### src/rtl/alu_sequencer_pkg.sv
// Shared CPU definitions: ALU opcodes, instruction field positions and the
// issue-controller state encoding.
package alu_sequencer_pkg;

  localparam int CPU_DATA_W = 16;
  localparam int CPU_IMM_W  = 7;
  localparam int INSTR_W    = 16;

  localparam logic [1:0] OP_ADD = 2'b00;
  localparam logic [1:0] OP_SUB = 2'b01;
  localparam logic [1:0] OP_AND = 2'b10;
  localparam logic [1:0] OP_OR  = 2'b11;

  // Instruction layout: [15:14] op, [13:12] rd, [11:10] rs1, [9:8] rs2,
  // [7] use_imm, [6:0] imm
  localparam int F_OP_LSB  = 14;
  localparam int F_RD_LSB  = 12;
  localparam int F_RS1_LSB = 10;
  localparam int F_RS2_LSB = 8;
  localparam int F_USE_IMM = 7;
  localparam int F_IMM_LSB = 0;

  typedef enum logic [1:0] {
    S_IDLE = 2'd0,
    S_READ = 2'd1,
    S_EXEC = 2'd2,
    S_WB   = 2'd3
  } state_t;

endpackage

### src/rtl/alu_sequencer_if.sv
// Instruction handshake plus the operand/result bus to the external ALU.
interface alu_sequencer_if #(
  parameter int DATA_W = 16
);
  // instr_valid/instr_ready: an instruction transfers on a rising edge where
  // both are high. The source holds instr stable while valid is high and not
  // yet accepted; ready depends only on sequencer state, never on valid.
  logic              instr_valid;
  logic              instr_ready;
  logic [15:0]       instr;
  logic [DATA_W-1:0] alu_a;
  logic [DATA_W-1:0] alu_b;
  logic [1:0]        alu_op;
  logic [DATA_W-1:0] alu_result;
  logic              alu_zero;

  modport master (
    output instr_valid, instr, alu_result, alu_zero,
    input  instr_ready, alu_a, alu_b, alu_op
  );

  modport slave (
    input  instr_valid, instr, alu_result, alu_zero,
    output instr_ready, alu_a, alu_b, alu_op
  );
endinterface

### src/rtl/alu_regfile.sv
// 4-entry register file: R0 hard-wired to zero, two read ports, a debug read
// port and one synchronous write port.
module alu_regfile #(
  parameter int DATA_W = 16
) (
  input  logic              clk,
  input  logic              rst_n,
  input  logic [1:0]        ra1,
  input  logic [1:0]        ra2,
  input  logic [1:0]        dbg_addr,
  output logic [DATA_W-1:0] rd1,
  output logic [DATA_W-1:0] rd2,
  output logic [DATA_W-1:0] dbg_data,
  input  logic              we,
  input  logic [1:0]        wa,
  input  logic [DATA_W-1:0] wd
);

  logic [DATA_W-1:0] regs [4];

  // Entry 0 is only ever reset, so it stays a constant zero.
  always_ff @(posedge clk or negedge rst_n) begin
    if (!rst_n) begin
      for (int i = 0; i < 4; i++) begin
        regs[i] <= '0;
      end
    end else if (we && (wa != 2'd0)) begin
      regs[wa] <= wd;
    end
  end

  assign rd1      = (ra1 == 2'd0)      ? '0 : regs[ra1];
  assign rd2      = (ra2 == 2'd0)      ? '0 : regs[ra2];
  assign dbg_data = (dbg_addr == 2'd0) ? '0 : regs[dbg_addr];

endmodule

### src/rtl/alu_sequencer.sv
// Multi-cycle issue controller: accepts an instruction, reads operands, drives
// the external ALU, captures its result and writes it back (4 cycles/instr).
module alu_sequencer
  import alu_sequencer_pkg::*;
#(
  parameter int DATA_W = 16,
  parameter int IMM_W  = 7
) (
  input  logic              clk,
  input  logic              rst_n,
  alu_sequencer_if.slave    bus,
  output logic              done,
  output logic              flag_z,
  input  logic [1:0]        dbg_addr,
  output logic [DATA_W-1:0] dbg_data,
  output state_t            dbg_state
);

  state_t             state, state_d;
  logic [INSTR_W-1:0] instr_q;
  logic [DATA_W-1:0]  a_q, b_q, res_q;
  logic [1:0]         op_q;
  logic               z_q;
  logic               rf_we;

  logic [1:0]         f_op, f_rd, f_rs1, f_rs2;
  logic               f_use_imm;
  logic [IMM_W-1:0]   f_imm;
  logic [DATA_W-1:0]  imm_ext, rs1_data, rs2_data;

  assign f_op      = instr_q[F_OP_LSB  +: 2];
  assign f_rd      = instr_q[F_RD_LSB  +: 2];
  assign f_rs1     = instr_q[F_RS1_LSB +: 2];
  assign f_rs2     = instr_q[F_RS2_LSB +: 2];
  assign f_use_imm = instr_q[F_USE_IMM];
  assign f_imm     = instr_q[F_IMM_LSB +: IMM_W];
  assign imm_ext   = {{(DATA_W-IMM_W){f_imm[IMM_W-1]}}, f_imm};

  alu_regfile #(.DATA_W(DATA_W)) u_regfile (
    .clk      (clk),
    .rst_n    (rst_n),
    .ra1      (f_rs1),
    .ra2      (f_rs2),
    .dbg_addr (dbg_addr),
    .rd1      (rs1_data),
    .rd2      (rs2_data),
    .dbg_data (dbg_data),
    .we       (rf_we),
    .wa       (f_rd),
    .wd       (res_q)
  );

  always_ff @(posedge clk or negedge rst_n) begin
    if (!rst_n) begin
      state <= S_IDLE;
    end else begin
      state <= state_d;
    end
  end

  always_comb begin
    state_d         = state;
    bus.instr_ready = 1'b0;
    done            = 1'b0;
    rf_we           = 1'b0;
    case (state)
      S_IDLE: begin
        bus.instr_ready = 1'b1;
        if (bus.instr_valid) state_d = S_READ;
      end
      S_READ: state_d = S_EXEC;
      S_EXEC: state_d = S_WB;
      S_WB: begin
        done    = 1'b1;
        rf_we   = 1'b1;
        state_d = S_IDLE;
      end
      default: state_d = S_IDLE;
    endcase
  end

  // Datapath registers; ALU operands change only when leaving READ.
  always_ff @(posedge clk or negedge rst_n) begin
    if (!rst_n) begin
      instr_q <= '0;
      a_q     <= '0;
      b_q     <= '0;
      op_q    <= 2'b00;
      res_q   <= '0;
      z_q     <= 1'b0;
      flag_z  <= 1'b0;
    end else begin
      case (state)
        S_IDLE: if (bus.instr_valid) instr_q <= bus.instr;
        S_READ: begin
          a_q  <= rs1_data;
          b_q  <= f_use_imm ? imm_ext : rs2_data;
          op_q <= f_op;
        end
        S_EXEC: begin
          res_q <= bus.alu_result;
          z_q   <= bus.alu_zero;
        end
        S_WB:    flag_z <= z_q;
        default: ;
      endcase
    end
  end

  assign bus.alu_a  = a_q;
  assign bus.alu_b  = b_q;
  assign bus.alu_op = op_q;
  assign dbg_state  = state;

endmodule

### src/flat_wrapper.sv
// flat-port wrapper written by rule: the top's interface ports become plain ports
module alu_sequencer_flat import alu_sequencer_pkg::*;
#(
  parameter int DATA_W = 16,
  parameter int IMM_W  = 7
)
  (clk, rst_n, done, flag_z, dbg_addr, dbg_data, dbg_state, bus_instr_valid, bus_instr, bus_alu_result, bus_alu_zero, bus_instr_ready, bus_alu_a, bus_alu_b, bus_alu_op);
  alu_sequencer_if #(.DATA_W(DATA_W)) bus_i ();
  input  logic clk;
  input  logic rst_n;
  output logic done;
  output logic flag_z;
  input  logic [1:0] dbg_addr;
  output logic [DATA_W-1:0] dbg_data;
  output state_t dbg_state;
  input wire logic [$bits(bus_i.instr_valid)-1:0] bus_instr_valid;
  input wire logic [$bits(bus_i.instr)-1:0] bus_instr;
  input wire logic [$bits(bus_i.alu_result)-1:0] bus_alu_result;
  input wire logic [$bits(bus_i.alu_zero)-1:0] bus_alu_zero;
  output wire logic [$bits(bus_i.instr_ready)-1:0] bus_instr_ready;
  output wire logic [$bits(bus_i.alu_a)-1:0] bus_alu_a;
  output wire logic [$bits(bus_i.alu_b)-1:0] bus_alu_b;
  output wire logic [$bits(bus_i.alu_op)-1:0] bus_alu_op;
  assign bus_i.instr_valid = bus_instr_valid;
  assign bus_i.instr = bus_instr;
  assign bus_i.alu_result = bus_alu_result;
  assign bus_i.alu_zero = bus_alu_zero;
  assign bus_instr_ready = bus_i.instr_ready;
  assign bus_alu_a = bus_i.alu_a;
  assign bus_alu_b = bus_i.alu_b;
  assign bus_alu_op = bus_i.alu_op;
  alu_sequencer #(.DATA_W(DATA_W), .IMM_W(IMM_W)) u_core (.clk(clk), .rst_n(rst_n), .bus(bus_i), .done(done), .flag_z(flag_z), .dbg_addr(dbg_addr), .dbg_data(dbg_data), .dbg_state(dbg_state));
endmodule
### config.mk
export PLATFORM = sky130hd
export DESIGN_NAME = alu_sequencer_flat
export DESIGN_NICKNAME = d
export VERILOG_FILES = /design/src/rtl/alu_sequencer_pkg.sv /design/src/rtl/alu_sequencer_if.sv /design/src/rtl/alu_regfile.sv /design/src/rtl/alu_sequencer.sv /design/src/flat_wrapper.sv
export SDC_FILE = /design/constraint.sdc
export NUM_CORES = 1
export LEC_CHECK = 0
export BUFFER_PORTS_ARGS = -buffer_cell sky130_fd_sc_hd__buf_4
export CELL_PAD_IN_SITES_DETAIL_PLACEMENT = 0
export CELL_PAD_IN_SITES_GLOBAL_PLACEMENT = 2
export CORE_MARGIN = 1.5
export CORE_UTILIZATION = 25
export CTS_BUF_LIST = sky130_fd_sc_hd__clkbuf_4
export CTS_CLUSTER_DIAMETER = 30
export DETAILED_ROUTE_END_ITERATION = 16
export PLACE_DENSITY_LB_ADDON = 0.15
export SLEW_MARGIN = 30
export SYNTH_ARGS = -nofsm -noshare
export SYNTH_HDL_FRONTEND = slang
export SYNTH_HIERARCHICAL = 1
export SYNTH_SLANG_ARGS = --single-unit
export TNS_END_PERCENT = 10
### constraint.sdc
create_clock -name clk -period 1.9 [get_ports clk]
set_input_delay 0.285 -clock clk [delete_from_list [all_inputs] [get_ports clk]]
set_output_delay 0.285 -clock clk [all_outputs]
set_load 0.03 [all_outputs]
==> results.json, run 1 <==
{
  "finalMaxSlewViolations": 0,
  "cp.required_ns": 1.62,
  "antenna_found_initial": 1,
  "yosysUniqueCellTypes": 22,
  "setup_viol": 0,
  "core_area_um2": 22800,
  "status": "completed",
  "worstReg2RegEnd": "u_core/bus.alu_a[6]",
  "cpPeakStageDelay_ns": 0.42,
  "drive_above_1_share_pct": 54.9,
  "yosys_warnings": 6,
  "first_global_vias": 4063,
  "worstPathMaxFanout": 2,
  "initial_core_util_pct": 25.7,
  "p_total_mw": 15.0,
  "grt_pass1_wl_mm": 24.6,
  "placed_area_um2": 6930,
  "pwr_density_cell_nw_per_um2": 1900,
  "final_common_cell": "dfrtp_1",
  "dieArea_um2": 24400,
  "syn_avg_cell_area_um2": 14.1,
  "holdWs_ns": 0.179,
  "synth_fp_nets": 459,
  "min_period_ns": 1.87,
  "max_slew_margin_pct": 61.9,
  "grt_max_degree": 57,
  "crit_type": "reg -> out",
  "grt-ovfl-total": 0,
  "fin_area_um2": 7920,
  "cts_buffers": 17,
  "hpwl_mm": 11.1,
  "num_vias": 3906,
  "area_delta_synth_final_pct": 35.2,
  "viasPerCell": 4.33,
  "r2r_start": "u_core/instr_q[10]",
  "rsz0062_at_grt": "true",
  "drc": 0,
  "die_x_um": 156,
  "cts_tree": "built",
  "finalHoldViolCount": 0,
  "drtIter0Drc": 131,
  "clk_latency_ns": 0.52,
  "fin_skew_ns": 0.0137,
  "ff2ff_setup_slack_ns": 0.12,
  "worstPathCellList": "mux2_4, a22o_4, buf_6",
  "dr.pass1.iters": 4,
  "clk_path_buf_depth": 2,
  "worstMarginPinSlew_ns": 0.572,
  "syn_area_um2": 5860,
  "hold_class": "in -> async",
  "clock_sinks": 118,
  "gp_congestion": 0.839,
  "grt_use_total_pct": 13.6,
  "vdd_drop_max_v": 0.000747,
  "p_leak_nw": 3.71,
  "clk_pin_slew_ns": 0.12,
  "wire_per_inst_um": 17.6,
  "drtAntennaViolNets": 0,
  "ys_ff_latch": 118,
  "port_buffers": 92,
  "nets": 619,
  "cts_max_level": 4,
  "fmaxAchievable_ghz": 0.536,
  "drt-total-wl_mm": 15.9,
  "max-cap-violations": 0,
  "root_buffer": "clkbuf_4",
  "post-route-period-util_pct": 98.2,
  "final_cell_mix": "118 x dfrtp_1, 116 x buf_4, 111 x mux2_2, 43 x a22o_1",
  "io_pins": 93,
  "postSynthCellCount": 415,
  "start_kind": "flop",
  "die_h_um": 156,
  "rows": 55,
  "worstRegToRegCells": 4,
  "worstPathArrival_ns": 1.58,
  "crit_slowest_cell": "dfrtp_1",
  "yosysSeqAreaShare_pct": 50.4,
  "worstSetupEndpointType": "primary output"
}
## timing repair
item / 4_1_cts / 5_1_grt
hold buffers: 35 / 0
endpoints found under the hold margin: 152 / 0
buffers inserted: 28 / 1
pin swaps: 2 / 3
resized for setup: 23 / 1
endpoints found under the setup margin: 16 / 16
## stage by stage
| stage | cells | util (%) | setup TNS [ns] | setup WS [ns] |
|---|---|---|---|---|
| after floorplan | 415 | - | 0 | 0.135 |
| after global placement | 805 | 30.4 | 0 | 0.178 |
| after detailed placement | 805 | 30.4 | 0 | 0.157 |
| after CTS | 900 | 34.7 | -0.327 | -0.0356 |
| after global routing | 902 | 34.8 | -0.639 | -0.0703 |
| final | 902 | 34.8 | 0 | 0.0333 |
## routing by layer
metal,wire [µm],global-route usage [%]
met5,0,0
met4,359,6.35
met3,525,2.72
met2,6670,19.1
met1,8340,19.8
## cells in the mapped netlist, drive strengths merged
cell	number	area share, %
dfrtp	118	50
mux2	147	30
nand3	1	0.30
nor2	18	1.2
clkbuf	6	0.41
and2b	2	0.26
ha	6	1.3
inv	2	0.13
a22o	46	6.9
buf	25	2.9
nor2b	1	0.11
nand2	3	0.32
nand2b	1	0.11
a21oi	17	1.5
mux2i	20	3.4
nand3b	2	0.68
## worst max path at each step
stage / end / cells after the start / from / slack, ns
3_3_place_gp: u_core/bus.alu_a[6] / 4 / u_core/instr_q[10] / 0.18
3_5_place_dp: u_core/bus.alu_a[15] / 4 / u_core/instr_q[10] / 0.16
4_1_cts: dbg_data[14] / 3 / u_core/u_regfile/regs[46] / -0.04
5_1_grt: dbg_data[1] / 3 / u_core/u_regfile/regs[1] / -0.07
6_report: dbg_data[5] / 3 / u_core/u_regfile/regs[5] / 0.03
2_1_floorplan: u_core/u_regfile/regs[21] / 4 / u_core/dbg_state[1] / 0.13
## cells by family (layout without fill, tap and decap cells)
family | count (synthesis) | count (layout) | share of synthesized area (%)
flops | 118 | 118 | 50.4
mux | 167 | 167 | 33.6
compound gates | 63 | 63 | 8.33
buf+inv | 33 | 206 | 3.42
other cells | 0 | 1 | 0
simple gates | 28 | 28 | 2.93
fa+ha+maj | 6 | 6 | 1.28
## registers in the layout, indices dropped and copies added, names as in the netlist
name,flops
u_core/u_regfile/regs,48
u_core/bus.alu_a,16
u_core/bus.alu_b,16
u_core/instr_q,16
u_core/res_q,16
u_core/bus.alu_op,2
u_core/dbg_state,2
u_core/flag_z,1
u_core/z_q,1
## cell type report
type,count,area [µm²]
inverters,2,7.51
clock inverters,15,180
multi-input cells,264,2750
repair buffers,172,1500
diodes,1,2.50
flip-flops and latches,118,2950
clock buffers,17,128
well taps,313,392
fillers,2264,14900
## where the power goes
| group | leakage (nW) | total, mW | internal [mW] | switching, mW |
|---|---|---|---|---|
| sequential | 1.41 | 4.98 | 3.79 | 1.19 |
| clock | 0.148 | 1.98 | 0.916 | 1.07 |
| combinational | 2.15 | 8.05 | 4.34 | 3.71 |
## worst max-delay path: cells and delay by family, from the launching register on
family,cells,cell delay (ns)
flip-flops,1,0.42
multiplexers,1,0.27
AO/OA/AOI/OAI,1,0.24
buffers and inverters,1,0.14
No activity file was read; power rests on OpenSTA's default activity.
==> inputs of run 2 (changes only) <==
--- a/config.mk
+++ b/config.mk
@@ -14,6 +14,7 @@
 export CTS_CLUSTER_DIAMETER = 30
 export DETAILED_ROUTE_END_ITERATION = 16
 export PLACE_DENSITY_LB_ADDON = 0.15
+export RECOVER_POWER = 50
 export SLEW_MARGIN = 30
 export SYNTH_ARGS = -nofsm -noshare
 export SYNTH_HDL_FRONTEND = slang
==> run 2 against run 1 <==
Compared with the run above:
- clock power is essentially flat
- power shrank 0.92%
- sequential power is essentially flat
- core utilization shrank 0.31 points
- final cell count is the same
- die area is the same
- setup slack gained 0.0030 ns
- critical path type unchanged
- critical path depth is the same
- first-iteration DRC count is the same
- largest power group unchanged
- via count is essentially flat
==> results.json, run 2 (same netlist as run 1, synthesis figures left out) <==
{
  "antenna_found_initial": 1,
  "worstPathCellList": "mux2_4, a22o_4, buf_6",
  "pwr_density_cell_nw_per_um2": 1900,
  "start_kind": "flop",
  "clk_pin_slew_ns": 0.12,
  "gr-usage-met3_pct": 2.72,
  "max-cap-violations": 0,
  "dieArea_um2": 24400,
  "post-route-period-util_pct": 98.1,
  "p_leak_nw": 3.65,
  "setup_slack_ns": 0.0363,
  "min_period_ns": 1.86,
  "drt-total-wl_mm": 15.9,
  "register_area_um2": 2950,
  "n_fill_cell": 2276,
  "setup_viol": 0,
  "clk_latency_ns": 0.52,
  "clk_path_buf_depth": 2,
  "p_total_mw": 14.9,
  "num_vias": 3907,
  "nets": 619,
  "die_h_um": 156,
  "initial_core_util_pct": 25.7,
  "multiInputGateArea_um2": 2750,
  "gp_congestion": 0.839,
  "vdd_drop_max_v": 0.000748,
  "ff2ff_setup_slack_ns": 0.12,
  "port_buffers": 92,
  "first_global_vias": 4063,
  "drc": 0,
  "die_x_um": 156,
  "rows": 55,
  "finalHoldViolCount": 0,
  "cpPeakStageDelay_ns": 0.42,
  "worstPathMaxFanout": 2,
  "finalMaxSlewViolations": 0,
  "holdWs_ns": 0.493,
  "gr-usage-met2_pct": 19.1,
  "grt_use_total_pct": 13.6,
  "worstPathArrival_ns": 1.58,
  "hpwl_mm": 11.1,
  "drtIter0Drc": 131,
  "largest-register": "u_core/u_regfile/regs",
  "crit_type": "reg -> out",
  "grt_busiest_layer": "met1",
  "drive_above_1_share_pct": 52.2,
  "max_slew_margin_pct": 11.2,
  "crit_slowest_cell": "dfrtp_1",
  "clock_sinks": 118,
  "fin_skew_ns": 0.0131,
  "dr.pass1.iters": 4,
  "io_pins": 93,
  "grt_util_met1_pct": 19.8,
  "worstSetupEndpointType": "primary output",
  "pre_cts_slack_ns": 0.157,
  "cts_buffers": 17,
  "grt_pass1_wl_mm": 24.6,
  "wire_per_inst_um": 17.6,
  "fmaxAchievable_ghz": 0.537,
  "rsz0062_at_grt": "true",
  "worstMarginPinSlew_ns": 1.33,
  "hold_class": "reg -> reg",
  "cts_tree": "built",
  "core_area_um2": 22800,
  "largest_register_ffs": 48,
  "cp.required_ns": 1.62,
  "final_common_cell": "dfrtp_1",
  "status": "completed",
  "final_cell_mix": "118 x dfrtp_1, 111 x mux2_2, 99 x buf_4, 43 x a22o_1",
  "drtAntennaViolNets": 0,
  "area_delta_synth_final_pct": 34.0,
  "root_buffer": "clkbuf_4",
  "grt-ovfl-total": 0,
  "viasPerCell": 4.33,
  "cts_max_level": 4,
  "grt_max_degree": 57
}
run 2: cell type report:
type,count,area share (%)
clock inverters,15,2.30
well taps,313,4.99
diodes,1,0.0319
repair buffers,172,18.2
clock buffers,17,1.63
flip-flops and latches,118,37.6
multi-input cells,264,35.1
inverters,2,0.0957
run 2: repair_timing:
action                     4_1_cts  5_1_grt
hold buffers                    35        0
gates cloned                     0        0
gates resized for setup         23        1
buffers inserted                28        1
pin swaps                        2        3
hold endpoints to repair       152        0
setup endpoints to repair       16       16
run 2: routing by layer:
metal	part of all wire, %	routed length [µm]
met1	53	8360
met2	42	6660
met3	3.4	534
met4	2.3	359
met5	0	0
run 2: path summary, 6_finish.rpt:
| kind | from | depth (start not counted) | to |
|---|---|---|---|
| setup reg to reg | u_core/instr_q[10] | 4 | u_core/bus.alu_a[6] |
| setup / recovery | u_core/u_regfile/regs[5] | 3 | dbg_data[5] |
| hold reg to reg | u_core/bus.alu_op[0] | 1 | u_core/bus.alu_op[0] |
| max in group asynchronous | rst_n | 3 | u_core/instr_q[8] |
| hold / removal | u_core/bus.alu_op[0] | 1 | u_core/bus.alu_op[0] |
| min in group asynchronous | rst_n | 2 | u_core/res_q[13] |
run 2: per-stage QoR:
stage	instances	util [%]	area [µm²]	TNS [ns]
6_report	902	34.4	7850	0
5_1_grt	902	34.4	7850	-0.839
3_3_place_gp	805	30.4	6930	0
2_1_floorplan	415	-	5860	0
3_5_place_dp	805	30.4	6930	0
4_1_cts	900	34.7	7900	-0.327
run 2: power by group:
part	total, mW	internal, mW	switching [mW]
Combinational	7.91	4.20	3.71
Sequential	4.98	3.79	1.19
Clock	1.98	0.916	1.06
run 2: worst max-delay path, delay by kind of cell, from the launching register on:
| family | cells | cell delay [ns] |
|---|---|---|
| flops | 1 | 0.42 |
| mux | 1 | 0.27 |
| compound gates | 1 | 0.24 |
| buf+inv | 1 | 0.14 |
==> inputs of run 3 (changes only) <==
--- a/config.mk
+++ b/config.mk
@@ -7,7 +7,7 @@
 export LEC_CHECK = 0
 export BUFFER_PORTS_ARGS = -buffer_cell sky130_fd_sc_hd__buf_4
 export CELL_PAD_IN_SITES_DETAIL_PLACEMENT = 0
-export CELL_PAD_IN_SITES_GLOBAL_PLACEMENT = 2
+export CELL_PAD_IN_SITES_GLOBAL_PLACEMENT = 1
 export CORE_MARGIN = 1.5
 export CORE_UTILIZATION = 25
 export CTS_BUF_LIST = sky130_fd_sc_hd__clkbuf_4
==> run 3 against run 2 <==
Compared with the run above:
- sequential share of layout area rose by 0.70 points
- core utilization decreased by 0.63 points
- sequential power shrank 1%
- worst hold slack got worse by 0.43 ns
- clock skew increased by 0.0017 ns
- first-iteration DRC count decreased by 13%
- non-clock buffer count fell by 4
- design area decreased by 1.8%
- critical endpoint is now dbg_data[0]
- highest routed layer unchanged
==> results.json, run 3 (same netlist as run 1, synthesis figures left out) <==
{
  "status": "completed",
  "n_fill_cell": 2293,
  "crit_type": "reg -> out",
  "grt_max_degree": 119,
  "viasPerCell": 4.34,
  "final_common_cell": "dfrtp_1",
  "rsz0062_at_grt": "true",
  "cts_tree": "built",
  "finalSetupTns_ns": 0,
  "r2r_start": "u_core/dbg_state[1]",
  "min_period_ns": 1.88,
  "cts_buffers": 17,
  "ff2ff_setup_slack_ns": 0.05,
  "nets": 615,
  "clk_path_buf_depth": 2,
  "worstPathCellList": "mux2_2, a22o_1, buf_6",
  "largest-register": "u_core/u_regfile/regs",
  "worstRegToRegCells": 4,
  "setup_viol": 0,
  "initial_core_util_pct": 25.7,
  "finalHoldViolCount": 0,
  "hold_class": "in -> reg",
  "dr.pass1.iters": 4,
  "cts_max_level": 4,
  "pwr_density_cell_nw_per_um2": 1870,
  "drc": 0,
  "cpPeakStageDelay_ns": 0.43,
  "cp.required_ns": 1.62,
  "grt_use_total_pct": 13.5,
  "fin_skew_ns": 0.0148,
  "die_x_um": 156,
  "worstPathMaxFanout": 4,
  "drtIter0Drc": 114,
  "post-route-period-util_pct": 98.7,
  "rows": 55,
  "worstMarginPinSlew_ns": 1.11,
  "fmaxAchievable_ghz": 0.533,
  "clk_pin_slew_ns": 0.10,
  "grt_pass1_wl_mm": 24.3,
  "antenna_found_initial": 1,
  "area_delta_synth_final_pct": 31.5,
  "finalMaxSlewViolations": 0,
  "crit_end": "dbg_data[0]",
  "root_buffer": "clkbuf_4",
  "p_leak_nw": 3.60,
  "core_area_um2": 22800,
  "p_total_mw": 14.4,
  "dieArea_um2": 24400,
  "worstPathArrival_ns": 1.59,
  "gp_congestion": 0.870,
  "hpwl_mm": 10.7,
  "port_buffers": 92,
  "final_cell_mix": "118 x dfrtp_1, 114 x mux2_2, 101 x buf_4, 45 x a22o_1, 34 x dlygate4sd3_1",
  "crit_slowest_cell": "dfrtp_1",
  "drive_above_1_share_pct": 52.1,
  "grt-ovfl-total": 0,
  "largest_register_ffs": 48,
  "clock_sinks": 118,
  "num_vias": 3891,
  "max-cap-violations": 0,
  "wire_per_inst_um": 17.5,
  "io_pins": 93,
  "worstReg2RegEnd": "u_core/bus.alu_a[3]",
  "max_slew_margin_pct": 25.7,
  "clk_latency_ns": 0.53,
  "drt-total-wl_mm": 15.7,
  "drtAntennaViolNets": 0,
  "vdd_drop_max_v": 0.000719,
  "die_h_um": 156,
  "crit_start": "u_core/u_regfile/regs[0]",
  "worstSetupEndpointType": "primary output",
  "first_global_vias": 4077,
  "start_kind": "flop"
}
[run 3: changes by cell type in the layout (fill, tap and decap cells not counted), moves of 3 or more]
cell	previous run	this run
clkbuf_4	17	21
clkbuf_1	16	11
mux2_4	35	32
clkinv_2	1	5
clkinv_4	3	0
mux2_2	111	114
[run 3: worst max-delay path, delay by kind of cell (launching register included)]
kind / cells / cell delay, ns
multiplexers: 1 / 0.27
buffers and inverters: 1 / 0.15
AO/OA/AOI/OAI: 1 / 0.22
flip-flops: 1 / 0.43
[run 3: stage by stage]
step                      util (%)  area, µm²  hold slack, ns  setup WS [ns]  std cells
final                         33.8       7700          0.0671         0.0245        897
after global routing          33.8       7700          0.0117        -0.0744        897
after CTS                     33.9       7710          0.0102        -0.0346        891
after detailed placement      30.3       6900           0.451          0.227        802
after global placement        30.3       6900           0.439          0.273        802
after floorplan                  -       5860         -0.0106          0.135        415
[run 3: timing repair]
action | CTS | global route
hold buffers | 34 | 0
setup buffers | 24 | 5
gates resized for setup | 17 | 3
hold endpoints to repair | 151 | 0
cloned | 0 | 0
setup endpoints to repair | 16 | 18
[run 3: final cells by class]
class / count / area (µm²) / share of cell area (%)
antenna: 1 / 2.50 / 0.0325
tap: 313 / 392 / 5.09
timing repair buffer: 168 / 1390 / 18.1
multi-input combinational: 264 / 2720 / 35.4
sequential: 118 / 2950 / 38.3
clock buffer: 19 / 143 / 1.85
clock inverter: 12 / 88.8 / 1.15
inverter: 2 / 7.51 / 0.0975
[run 3: per-layer routing]
metal  vias up  track usage (%)  wire length [µm]
met5         -                0                 0
li1       1846                -                 -
met2        83             19.4              6850
met1      1941             19.3              7990
met4         0             5.94               316
met3        21             3.14               549
[run 3: power by group]
group,switching [mW],internal (mW),leakage [nW]
clock network,0.971,0.643,0.126
registers,1.14,3.79,1.41
logic,3.69,4.13,2.06
total,5.81,8.57,3.60
[run 3: how the worst min path moves through the flow]
stage	start	endpoint	slack, ns	cells past startpoint
3_3_place_gp	rst_n	u_core/res_q[11]	0.44	2
2_1_floorplan	rst_n	u_core/bus.alu_a[0]	-0.01	0
3_5_place_dp	rst_n	u_core/res_q[11]	0.45	2
6_report	bus_instr_valid	u_core/dbg_state[0]	0.07	3
5_1_grt	bus_instr_valid	u_core/dbg_state[0]	0.01	3
4_1_cts	bus_instr_valid	u_core/dbg_state[0]	0.01	3
